### config.mk
export PLATFORM = sky130hd
export DESIGN_NAME = bin_to_xs3_seq_flat
export DESIGN_NICKNAME = d
export VERILOG_FILES = /design/src/rtl/bin_to_xs3_seq_if.sv /design/src/rtl/bin_to_xs3_seq.sv /design/src/flat_wrapper.sv
export SDC_FILE = /design/constraint.sdc
export NUM_CORES = 1
export LEC_CHECK = 0
export ABC_AREA = 1
export CORE_MARGIN = 4
export CORE_UTILIZATION = 58
export DETAILED_ROUTE_END_ITERATION = 6
export HOLD_SLACK_MARGIN = 0.08
export PLACE_DENSITY = 0.88
export SLEW_MARGIN = 15
export SYNTH_ARGS = -nofsm -noshare
export SYNTH_HDL_FRONTEND = slang
export SYNTH_SLANG_ARGS = --single-unit
### constraint.sdc
create_clock -name clk -period 2.75 [get_ports clk]
set_input_delay 0.55 -clock clk [delete_from_list [all_inputs] [get_ports clk]]
set_output_delay 0.55 -clock clk [all_outputs]
set_load 0.005 [all_outputs]
### src/rtl/bin_to_xs3_seq_if.sv
// Valid/ready handshake bundle for the binary-to-excess-3 encoder.
// The master drives the binary word and accepts the result; the slave is the encoder.
interface bin_to_xs3_seq_if #(
  parameter int BIN_W  = 8,
  parameter int DIGITS = 3
);
  logic                  in_valid;
  logic                  in_ready;
  logic [BIN_W-1:0]      bin_in;
  logic                  out_valid;
  logic                  out_ready;
  logic [4*DIGITS-1:0]   xs3_out;
  logic                  overflow;
  logic                  busy;

  modport master (
    output in_valid, bin_in, out_ready,
    input  in_ready, out_valid, xs3_out, overflow, busy
  );

  modport slave (
    input  in_valid, bin_in, out_ready,
    output in_ready, out_valid, xs3_out, overflow, busy
  );
endinterface

### src/rtl/bin_to_xs3_seq.sv
// Sequential binary-to-excess-3 encoder: double dabble one bit per clock,
// then +3 per digit, with a valid/ready handshake on both sides.
module bin_to_xs3_seq #(
  parameter int BIN_W  = 8,
  parameter int DIGITS = 3
) (
  input  logic               clk,
  input  logic               rst,
  bin_to_xs3_seq_if.slave    bus
);
  localparam int CNT_W = $clog2(BIN_W + 1);
  localparam int BCD_W = 4 * DIGITS;

  typedef enum logic [1:0] {IDLE, SHIFT, CONV, DONE} state_t;

  state_t             state;
  logic [BCD_W-1:0]   bcd;
  logic [BIN_W-1:0]   shreg;
  logic [CNT_W-1:0]   count;
  logic [BCD_W-1:0]   bcd_adj;
  logic [BCD_W-1:0]   xs3_next;

  // Digits are adjusted independently; no carry crosses a digit boundary.
  always_comb begin
    bcd_adj  = bcd;
    xs3_next = '0;
    for (int i = 0; i < DIGITS; i++) begin
      if (bcd[4*i +: 4] >= 4'd5) begin
        bcd_adj[4*i +: 4] = bcd[4*i +: 4] + 4'd3;
      end
      xs3_next[4*i +: 4] = bcd[4*i +: 4] + 4'd3;
    end
  end

  always_ff @(posedge clk or posedge rst) begin
    if (rst) begin
      state         <= IDLE;
      bcd           <= '0;
      shreg         <= '0;
      count         <= '0;
      bus.in_ready  <= 1'b1;
      bus.out_valid <= 1'b0;
      bus.busy      <= 1'b0;
      bus.xs3_out   <= '0;
      bus.overflow  <= 1'b0;
    end else begin
      case (state)
        IDLE: begin
          if (bus.in_valid) begin
            shreg        <= bus.bin_in;
            bcd          <= '0;
            count        <= '0;
            bus.overflow <= 1'b0;
            bus.in_ready <= 1'b0;
            bus.busy     <= 1'b1;
            state        <= SHIFT;
          end
        end
        SHIFT: begin
          // A bit falling off the top digit means the value needs more digits.
          bcd   <= {bcd_adj[BCD_W-2:0], shreg[BIN_W-1]};
          shreg <= shreg << 1;
          if (bcd_adj[BCD_W-1]) begin
            bus.overflow <= 1'b1;
          end
          count <= count + 1'b1;
          if (count == CNT_W'(BIN_W - 1)) begin
            state <= CONV;
          end
        end
        CONV: begin
          bus.xs3_out   <= xs3_next;
          bus.busy      <= 1'b0;
          bus.out_valid <= 1'b1;
          state         <= DONE;
        end
        DONE: begin
          if (bus.out_ready) begin
            bus.out_valid <= 1'b0;
            bus.in_ready  <= 1'b1;
            state         <= IDLE;
          end
        end
        default: begin
          state         <= IDLE;
          bus.in_ready  <= 1'b1;
          bus.out_valid <= 1'b0;
          bus.busy      <= 1'b0;
        end
      endcase
    end
  end
endmodule
### src/flat_wrapper.sv
// flat-port wrapper written by rule: the top's interface ports become plain ports
module bin_to_xs3_seq_flat 
#(
  parameter int BIN_W  = 8,
  parameter int DIGITS = 3
)
  (clk, rst, bus_in_valid, bus_bin_in, bus_out_ready, bus_in_ready, bus_out_valid, bus_xs3_out, bus_overflow, bus_busy);
  bin_to_xs3_seq_if #(.BIN_W(BIN_W), .DIGITS(DIGITS)) bus_i ();
  input  logic clk;
  input  logic rst;
  input wire logic [$bits(bus_i.in_valid)-1:0] bus_in_valid;
  input wire logic [$bits(bus_i.bin_in)-1:0] bus_bin_in;
  input wire logic [$bits(bus_i.out_ready)-1:0] bus_out_ready;
  output wire logic [$bits(bus_i.in_ready)-1:0] bus_in_ready;
  output wire logic [$bits(bus_i.out_valid)-1:0] bus_out_valid;
  output wire logic [$bits(bus_i.xs3_out)-1:0] bus_xs3_out;
  output wire logic [$bits(bus_i.overflow)-1:0] bus_overflow;
  output wire logic [$bits(bus_i.busy)-1:0] bus_busy;
  assign bus_i.in_valid = bus_in_valid;
  assign bus_i.bin_in = bus_bin_in;
  assign bus_i.out_ready = bus_out_ready;
  assign bus_in_ready = bus_i.in_ready;
  assign bus_out_valid = bus_i.out_valid;
  assign bus_xs3_out = bus_i.xs3_out;
  assign bus_overflow = bus_i.overflow;
  assign bus_busy = bus_i.busy;
  bin_to_xs3_seq #(.BIN_W(BIN_W), .DIGITS(DIGITS)) u_core (.clk(clk), .rst(rst), .bus(bus_i));
endmodule
# [Yosys cells after proc, flatten, opt, wreduce, memory -nomap -nowiden]
# Index checks and enable logic that the tools add are counted.
[totals] in_bits=12 ff_bits=42
[op_classes] magnitude_cmp=3 mux=22 n_eq_ne=8 reduce_logical=11 addsub=4
[ops] operator="case mux 12 bit (2 select lines)" count=1
[ops] operator="2-to-1 mux 4 bit" count=4
[ops] operator="case mux 8 bit (2 select lines)" count=1
[ops] operator="adder 4 x 2 -> 4 bit (second input constant)" count=3
[ops] operator=">= comparator 4 x 3 -> 1 bit (second input constant)" count=3
[ops] operator="2-to-1 mux 12 bit" count=1
[ops] operator="AND reduction 3 bit" count=3
[ops] operator="2-to-1 mux 8 bit" count=1
[ops] operator="case mux 1 bit (2 select lines)" count=4
[ops] operator="case mux 2 bit (4 select lines)" count=1
[ops] operator="case mux 4 bit (2 select lines)" count=1
[ops] operator="nonzero test 2 bit" count=4
[ops] operator="2-to-1 mux 2 bit" count=3
[ops] operator="AND reduction 2 bit" count=3
[ops] operator="2-to-1 mux 1 bit" count=5
[ops] operator="adder 4 x 1 -> 4 bit (second input constant)" count=1
[ops] operator="equality test 2 bit (second input constant)" count=2
[ops] operator="equality test 4 x 3 -> 1 bit (second input constant)" count=1
[ops] operator="!= test 2 x 1 -> 1 bit (second input constant)" count=2
[ops] operator="!= test 2 bit (second input constant)" count=2
[ops] operator="equality test 2 x 1 -> 1 bit (second input constant)" count=1
[ops] operator="zero test 2 bit" count=1

# [Longest topological paths before layout]
# Gate-level depths: netlist of the first run.
[depth] depth_word=4 mapped_depth=9 mapped_depth_nobuf=9

# [Least setup slack after synthesis of the first run]
# OpenSTA, ideal clock, no wires.
[synth_path] path_type="reg-to-reg" start="register u_core.state[1]" end="register u_core.shreg[1]" setup_time_ns=0.130 stages_incl_launch_ff=9 t_required_ns=2.620 t_arrival_ns=1.190 slack_ns=1.430 path_cell_list="dfrtp_1 inv_1 ha_1 inv_2 nand2_1 nand2_2 inv_4 buf_2 a31oi_1"
[synth_between] elab_chain_len=3 word_cells_on_any_way=6 cone_classes="2 x eq/ne; 1 x mux; 3 x reduce/logical"
[synth_rtl] element="start, declared" line_no="bin_to_xs3_seq.sv:16" rtl="state_t state;"
[synth_rtl] element="start signal, assigned" line_no="bin_to_xs3_seq.sv:37" rtl="state <= IDLE;"
[synth_rtl] element="start signal, assigned" line_no="bin_to_xs3_seq.sv:56" rtl="state <= SHIFT;"
[synth_rtl] element="start signal, assigned" line_no="bin_to_xs3_seq.sv:68" rtl="state <= CONV;"
[synth_rtl] element="equality test 2 x 1 -> 1 bit or zero test 2 bit (tied branches)" line_no="bin_to_xs3_seq.sv:47" rtl="case (state)"
[synth_rtl] element="nonzero test 2 bit (no line) or != test 2 bit (tied branches)"
[synth_rtl] element="AND reduction 2 bit (no line)"
[synth_rtl] element="end signal, assigned" line_no="bin_to_xs3_seq.sv:50" rtl="shreg <= bus.bin_in;"
[synth_rtl] element="end signal, assigned" line_no="bin_to_xs3_seq.sv:62" rtl="shreg <= shreg << 1;"
[synth_rtl] element="end, declared" line_no="bin_to_xs3_seq.sv:18" rtl="logic [BIN_W-1:0] shreg;"
# Parallel ways exist; a longest one is shown, timed or not.
# A chain may end at the register's enable or synchronous reset.

# [Worst setup path in the final report of the first run]
[layout_path] start="register u_core.state[1]" end="register u_core.count[3]"
[layout_between] elab_chain_len=3 word_cells_on_any_way=6 cone_classes="2 x eq/ne; 1 x mux; 3 x reduce/logical"
[layout_rtl] element="equality test 2 x 1 -> 1 bit or zero test 2 bit (tied branches)" line_no="bin_to_xs3_seq.sv:47"
[layout_rtl] element="nonzero test 2 bit (no line) or != test 2 bit (tied branches)"
[layout_rtl] element="AND reduction 2 bit (no line)"
[layout_rtl] element="end signal, assigned" line_no="bin_to_xs3_seq.sv:66" rtl="count <= count + 1'b1;"
[layout_rtl] element="end, declared" line_no="bin_to_xs3_seq.sv:19" rtl="logic [CNT_W-1:0] count;"
# Parallel ways exist; a longest one is shown, timed or not.

==> results of run 1 <==
-- state kept, by name, indices dropped and copies added, names as in the netlist --
register,cells
u_core.bcd,12
u_core.bus.busy,1
u_core.bus.in_ready,1
u_core.bus.out_valid,1
u_core.bus.overflow,1
u_core.bus.xs3_out,12
u_core.count,4
u_core.shreg,8
u_core.state,2
-- critical path, stage by stage (launching register included) --
cell and delay (ps):
dfrtp_1 420, inv_1 130, ha_1 420, inv_2 200, nand2_1 110, nand2_2 160, inv_4 250, nand3_1 90
o21ai_0 90, nor2_1 60
-- per-layer routing --
| metal | up-vias | share of wire | routed length [um] | track usage |
|---|---|---|---|---|
| met2 | 34 | 0.47 | 1838 | 0.3057 |
| met1 | 755 | 0.48 | 1852 | 0.2495 |
| met3 | 5 | 0.041 | 161 | 0.04598 |
| met5 | - | 0 | 0 | 0 |
| li1 | 867 | - | - | - |
| met4 | 0 | 0.011 | 44 | 0.06948 |
-- stage by stage --
stage,area (um2),instances,total power (uW),worst slack (ps)
global placement,2386,320,2229,837.1
detailed placement,2386,320,2290,752.3
floorplan,2096,253,1911,1227
CTS,2441,328,2596,744.2
finish,2441,328,2578,721.1
global route,2441,328,2829,539.4
-- cells by family (layout without fill, tap and decap cells) --
family,after synthesis,count (layout)
adder cells (fa/ha/maj),12,12
XOR/XNOR,2,2
flip-flops,42,42
AO/OA/AOI/OAI,53,53
AND/OR/NAND/NOR,101,101
buffers and inverters,43,72
-- cell type report --
type                       count  area (um2)  area share
sequential                    42        1052      0.4311
multi-input combinational    168       860.8      0.3526
timing repair buffer          28       277.8      0.1138
inverter                      36       137.6     0.05638
tap                           46       57.56     0.02358
clock buffer                   6       41.29     0.01691
clock inverter                 2       13.76    0.005638
-- worst min path at each step --
stage | from | end | slack, ps | depth (start not counted)
6_report | u_core.bus.xs3_out[7] | u_core.bus.xs3_out[7] | 500 | 2
5_1_grt | u_core.bus.xs3_out[5] | u_core.bus.xs3_out[5] | 530 | 2
4_1_cts | u_core.bus.xs3_out[7] | u_core.bus.xs3_out[7] | 500 | 2
3_5_place_dp | u_core.bus.xs3_out[7] | u_core.bus.xs3_out[7] | 470 | 2
3_3_place_gp | u_core.bus.xs3_out[7] | u_core.bus.xs3_out[7] | 460 | 2
2_1_floorplan | u_core.shreg[0] | u_core.shreg[0] | 470 | 1
-- power by group --
group / internal (uW) / switching [uW] / total (uW)
Clock: 101 / 202 / 303
Sequential: 879 / 152 / 1030
Combinational: 512 / 732 / 1240
Total: 1490 / 1090 / 2580
-- cell usage after synthesis --
cell	instances
inv_1	34
inv_2	1
nand3_1	9
buf_6	2
a21oi_1	9
nand2_1	68
dfstp_2	1
a31oi_1	8
o21ai_0	28
dfrtp_1	41
buf_2	3
nand2_2	1
o22ai_1	4
clkbuf_1	2
xor2_1	2
inv_4	1
ha_1	12
nor2_4	1
a22o_1	2
nor2_1	20
nand4_1	2
o21ai_1	2
==> summary.md, run 1 <==
| Metric | Value |
|---|---|
| Outcome | finished, final reports clean |
| Max_cap viols | 0 |
| Largest family of logic cells by synthesized area | simple AND/OR/NAND/NOR gates |
| Synth area leaders | dfrtp_1 49%, nand2_1 12%, ha_1 7.2% |
| Worst setup endpoint | u_core.count[3] |
| Tightest Hold Check Type | reg -> reg |
| Remaining DRCs | 0 |
| First-pass GRT wire length | 6596 um |
| Worst Tran Pin Value | 592.6 ps |
| Crit path capture type | register |
| Total GRT Usage | 0.1901 |
| Final period util | 0.7378 |
| Post-Synth Simple-Gate Area | 0.1934 |
| Total vias in the final route | 1661 |
| Fill cells | between 200 and 300 |
| Synth Area in Compound Gates | 0.1373 |
| Core area | 3416 um2 |
| Synth warn | 0 |
| Worst R2R End | u_core.count[3] |
| Antenna violations before repair | 0 |
| Worst Setup SP | u_core.state[1] |
| Final Wtd Congestion | slightly below 0.9 |
| Fmax | roughly 490 MHz |
| TNS Setup | 0 ps |
| Hold WS | 498.6 ps |
| Placement row count | 21 |
| Die area | 4639 um2 |
| Die X | just under 70 um |
| Max clock buf depth | 2 |
| Worst Reg-to-Reg Cells | 9 |
| WP data arrival | about 2300 ps |
| Root Driver | clkbuf_4 |
| Wire per inst | 11.88 um |
| Max-slew violation count | 0 |
| Post-synthesis mux area share | 0 |
| Maximum fanout along the worst path | 27 |
| Reg2Reg Setup Slack | 720 ps |
| Sequential area share after synthesis | 0.5021 |
| Cell count after synthesis | approximately 250 |
| First-pass DRT Iterations | 4 |
| CTS resizes | 0 |
| Initial core utilization | 0.6136 |
| TritonCTS clock tree | built |
| Setup CP Type | reg -> reg |
| Final min period | just over 2000 ps |
| Total grt overflow | 0 |
| Final Hold Fails | 0 |
| Power per Cell Area | 1056 nW/um2 |
| Clock sink total | 42 |
| Io pins | 28 |
| Seq cells post-synth | 42 |
| Post-CTS Setup Bufs | 0 |
| Final setup fails | 0 |
| Leading area contributor after synthesis | dfrtp_1 |
| Most frequent cells in the layout | 68 x nand2_1, 41 x dfrtp_1, 34 x inv_1 |
| Die Y-Extent | about 68 um |
| CTS buffer count | 5 |
| Vias in the first global route | between 1500 and 2000 |
| Maximum VDD drop | 0.0005104 V |
| LEAKAGE | 0.001204 uW |
| CTS HTree Levels | 2 |
| Setup crit start kind | register |
| Slew headroom | 0.6045 |
| Routed wire length | 3896 um |
| Post-route ant nets | 0 |
| Fin util | 0.7147 |
| Final Skew | approximately 6 ps |
| Mapped Nets | 277 |
| Adder-cell share of the synthesized area | 0.07164 |
| Syn avg cell area | 8.284 um2 |
| Antenna cells | 0 |
| Xor/xnor share of the synthesized area | 0.008358 |
| Worst skew pair latency | 350 ps |
| Via density | 5.064 |
| Mapped Area | 2096 um2 |
| Worst reg2reg path startpoint | u_core.state[1] |
| Final nets | 305 |
| Hold buffer count at CTS | 0 |
| Top cell type's share of synthesized area | 0.4896 |
| Clock Pin Slew Worst Setup and Hold Paths | 120 ps |
| Area growth from synthesis to layout | 16.48% |
| Dpl hpwl | 2793 um |
| Most common cell after layout, fill and taps aside | nand2_1 |
| CP required | approximately 3000 ps |
| Share of layout cells above drive strength 1 | 0.04610 |
| DR iter-0 viols | between 100 and 150 |
| IO buf count | 27 |
| RSZ-0062 raised after global routing | false |
| Largest net degree at the start of global routing | 43 |
| Library cells used by synthesis | 22 |
No activity file was read; power rests on OpenSTA's default activity.
==> inputs of run 2 (changes only) <==
Settings changed: CORE_UTILIZATION 58 to 49, PLACE_DENSITY 0.88 to 0.79.
Clock period 2.75 ns to 1.65 ns, I/O delays scaled along.
==> run 2 against run 1 <==
  * Flip-flop and latch count is the same
  * Final cell count increased by 3.0%
  * First-iteration DRC count rose by 2.4%
  * Wire length grew 2.6%
  * Sequential share of layout area decreased by 1.8 points
  * Non-clock buffer count grew 6
  * Sequential power grew 67%
  * Worst setup slack got worse by 580 ps
  * Critical path depth is 1 lower
  * Hold slack got worse by 330 ps
  * Die area grew 16%
  * Register-to-register slack got worse by 580 ps
  * Largest cell class unchanged
==> summary.md, run 2 (synthesis results as in run 1) <==
| Metric | Value |
|---|---|
| Most common cell after layout, fill and taps aside | nand2_1 (unchanged) |
| Worst R2R End | u_core.bus.overflow (was u_core.count[3]) |
| Max-slew violation count | 0 (unchanged) |
| Post-route ant nets | 0 (unchanged) |
| Biggest regs | u_core.bcd: 12 flops, u_core.bus.xs3_out: 12 flops, u_core.shreg: 8 flops (unchanged) |
| Clk pwr share | 0.166 (was 0.117) |
| Maximum VDD drop | 0.0008723 V (was 0.0005104 V) |
| Max clock buf depth | 2 (unchanged) |
| TritonCTS clock tree | built (unchanged) |
| Power per Cell Area | 1832 nW/um2 (was 1056 nW/um2) |
| Io pins | 28 (unchanged) |
| Outcome | finished, final reports clean (unchanged) |
| Die Y-Extent | 73.40 um (was 68.11 um) |
| Final min period | 1514 ps (was 2029 ps) |
| Fmax | 660.6 MHz (was 492.9 MHz) |
| Final Skew | 8.060 ps (was 5.883 ps) |
| Reg power frac | 0.369 (was 0.400) |
| Via density | 4.967 (was 5.064) |
| Reg2Reg Setup Slack | 140 ps (was 720 ps) |
| DR iter-0 viols | 126 (was 123) |
| Routed wire length | 3996 um (was 3896 um) |
| Vias in the first global route | 1639 (was 1512) |
| WP data arrival | 1740 ps (was 2280 ps) |
| Area growth from synthesis to layout | 21.67% (was 16.48%) |
| Total vias in the final route | 1679 (was 1661) |
| Post-DP Area | 2429 um2 (was 2386 um2) |
| Dpl hpwl | 2855 um (was 2793 um) |
| Clock sink total | 42 (unchanged) |
| Hold WS | 170.4 ps (was 498.6 ps) |
| CP Buf/Inv Count | 2 (was 3) |
| Worst path most repeated cell | nand2_1 |
| Total GRT Usage | 0.1714 (was 0.1901) |
| Fin util | 0.6284 (was 0.7147) |
| Worst Tran Pin Value | 355.5 ps (was 592.6 ps) |
| Crit-path max cell delay | 420 ps (about the same) |
| Net switching power | 1851 uW (was 1087 uW) |
| Worst Setup SP | u_core.state[0] (was u_core.state[1]) |
| Die X | 73.40 um (was 68.11 um) |
| Share of layout cells above drive strength 1 | 0.07639 (was 0.04610) |
| Final setup fails | 0 (unchanged) |
| Slew headroom | 0.7630 (was 0.6045) |
| Initial core utilization | 0.5165 (was 0.6136) |
| P_int | 2821 uW (was 1491 uW) |
| Core area | 4058 um2 (was 3416 um2) |
| Final total power | 4672 uW (was 2578 uW) |
| Maximum fanout along the worst path | 10 (was 27) |
| CTS buffer count | 5 (unchanged) |
| Largest net degree at the start of global routing | 29 (was 43) |
| Family with the most delay on the worst path | flip-flops (was buffers and inverters) |
| Most frequent cells in the layout | 68 x nand2_1, 41 x dfrtp_1, 33 x inv_1 (was 68 x nand2_1, 41 x dfrtp_1, 34 x inv_1) |
| Antenna violations before repair | 0 (unchanged) |
| CTS HTree Levels | 2 (unchanged) |
| Die area | 5388 um2 (was 4639 um2) |
| LEAKAGE | 0.001257 uW (was 0.001204 uW) |
| First-pass DRT Iterations | 4 (unchanged) |
| Final period util | 0.9175 (was 0.7378) |
| Combinational group share of total power | 0.466 (was 0.482) |
| Worst skew pair latency | 300 ps (was 350 ps) |
| Sw Ratio | 0.3961 (was 0.4215) |
| Crit path capture type | register (unchanged) |
| CP required | 1880 ps (was 3000 ps) |
| Max_cap viols | 0 (unchanged) |
| Wire per inst | 11.82 um (was 11.88 um) |
| CP max stage cell | dfrtp_1 (unchanged) |
| Final Hold Fails | 0 (unchanged) |
| Total grt overflow | 0 (unchanged) |
| Antenna cells | 0 (unchanged) |
| Final instance area | 2550 um2 (was 2441 um2) |
| RSZ-0062 raised after global routing | false (unchanged) |
| Critical path cell sequence | inv_1, ha_1, nand2_1, nand2_2, buf_4, nor2_1, nand2_1, a21oi_1 (was inv_1, ha_1, inv_2, nand2_1, nand2_2, inv_4, nand3_1, o21ai_0, nor2_1) |
| Final nets | 311 (was 305) |
| TNS Setup | 0 ps (unchanged) |
| First-pass GRT wire length | 7031 um (was 6596 um) |
| Placement row count | 23 (was 21) |
| Hold buffer count at CTS | 0 (unchanged) |
| Setup CP Type | reg -> reg (unchanged) |
| Remaining DRCs | 0 (unchanged) |
| Worst Reg-to-Reg Cells | 8 (was 9) |
| Clock Pin Slew Worst Setup and Hold Paths | 80 ps (was 120 ps) |
| Root Driver | clkbuf_8 (was clkbuf_4) |
| Worst reg2reg path startpoint | u_core.state[0] (was u_core.state[1]) |
| IO buf count | 27 (unchanged) |
| Tightest Hold Check Type | in -> async (was reg -> reg) |
| Final Wtd Congestion | 0.8642 (was 0.8671) |
| Setup crit start kind | register (unchanged) |
-- run 2: area by class of cell --
cell class | instances | area (um2)
flip-flops and latches | 42 | 1052
inverters | 36 | 140.1
multi-input cells | 168 | 863.3
repair buffers | 34 | 321.6
fillers | 351 | 1508
well taps | 50 | 62.56
clock buffers | 8 | 110.1
-- run 2: power groups by stage --
stage	clock [uW]	sequential [uW]	combinational, uW
2_1_floorplan	0	1710	1470
3_3_place_gp	0	1720	2090
3_5_place_dp	0	1740	2140
4_1_cts	792	1720	2150
5_1_grt	833	1780	2490
6_report	774	1720	2170
-- run 2: routing by layer --
metal  wire, um  track usage  share of wire  vias to the layer above
li1           -            -              -                      880
met1       1841       0.2047           0.46                      762
met2       1907       0.2810           0.48                       29
met3        180      0.06019          0.045                        8
met4         67      0.07042          0.017                        0
met5          0            0              0                        -
-- run 2: worst max-delay path by stage --
stage | depth (start not counted) | endpoint
2_1_floorplan | 8 | u_core.shreg[1]
3_3_place_gp | 8 | u_core.bus.overflow
3_5_place_dp | 8 | u_core.bus.overflow
4_1_cts | 9 | u_core.count[3]
5_1_grt | 8 | u_core.bus.overflow
6_report | 8 | u_core.bus.overflow
-- run 2: repair_timing --
| item | in CTS | in global routing |
|---|---|---|
| gates resized for setup | 1 | 3 |
| pin swaps | 0 | 0 |
| gates cloned | 0 | 0 |
| buffers inserted | 0 | 1 |
| setup endpoints to repair | 1 | 9 |
-- run 2: metrics by stage --
step	setup slack (ps)	std cells
detailed placement	37.72	329
CTS	112.4	337
global route	5.017	338
global placement	79.68	329
finish	136.2	338
floorplan	329.9	253
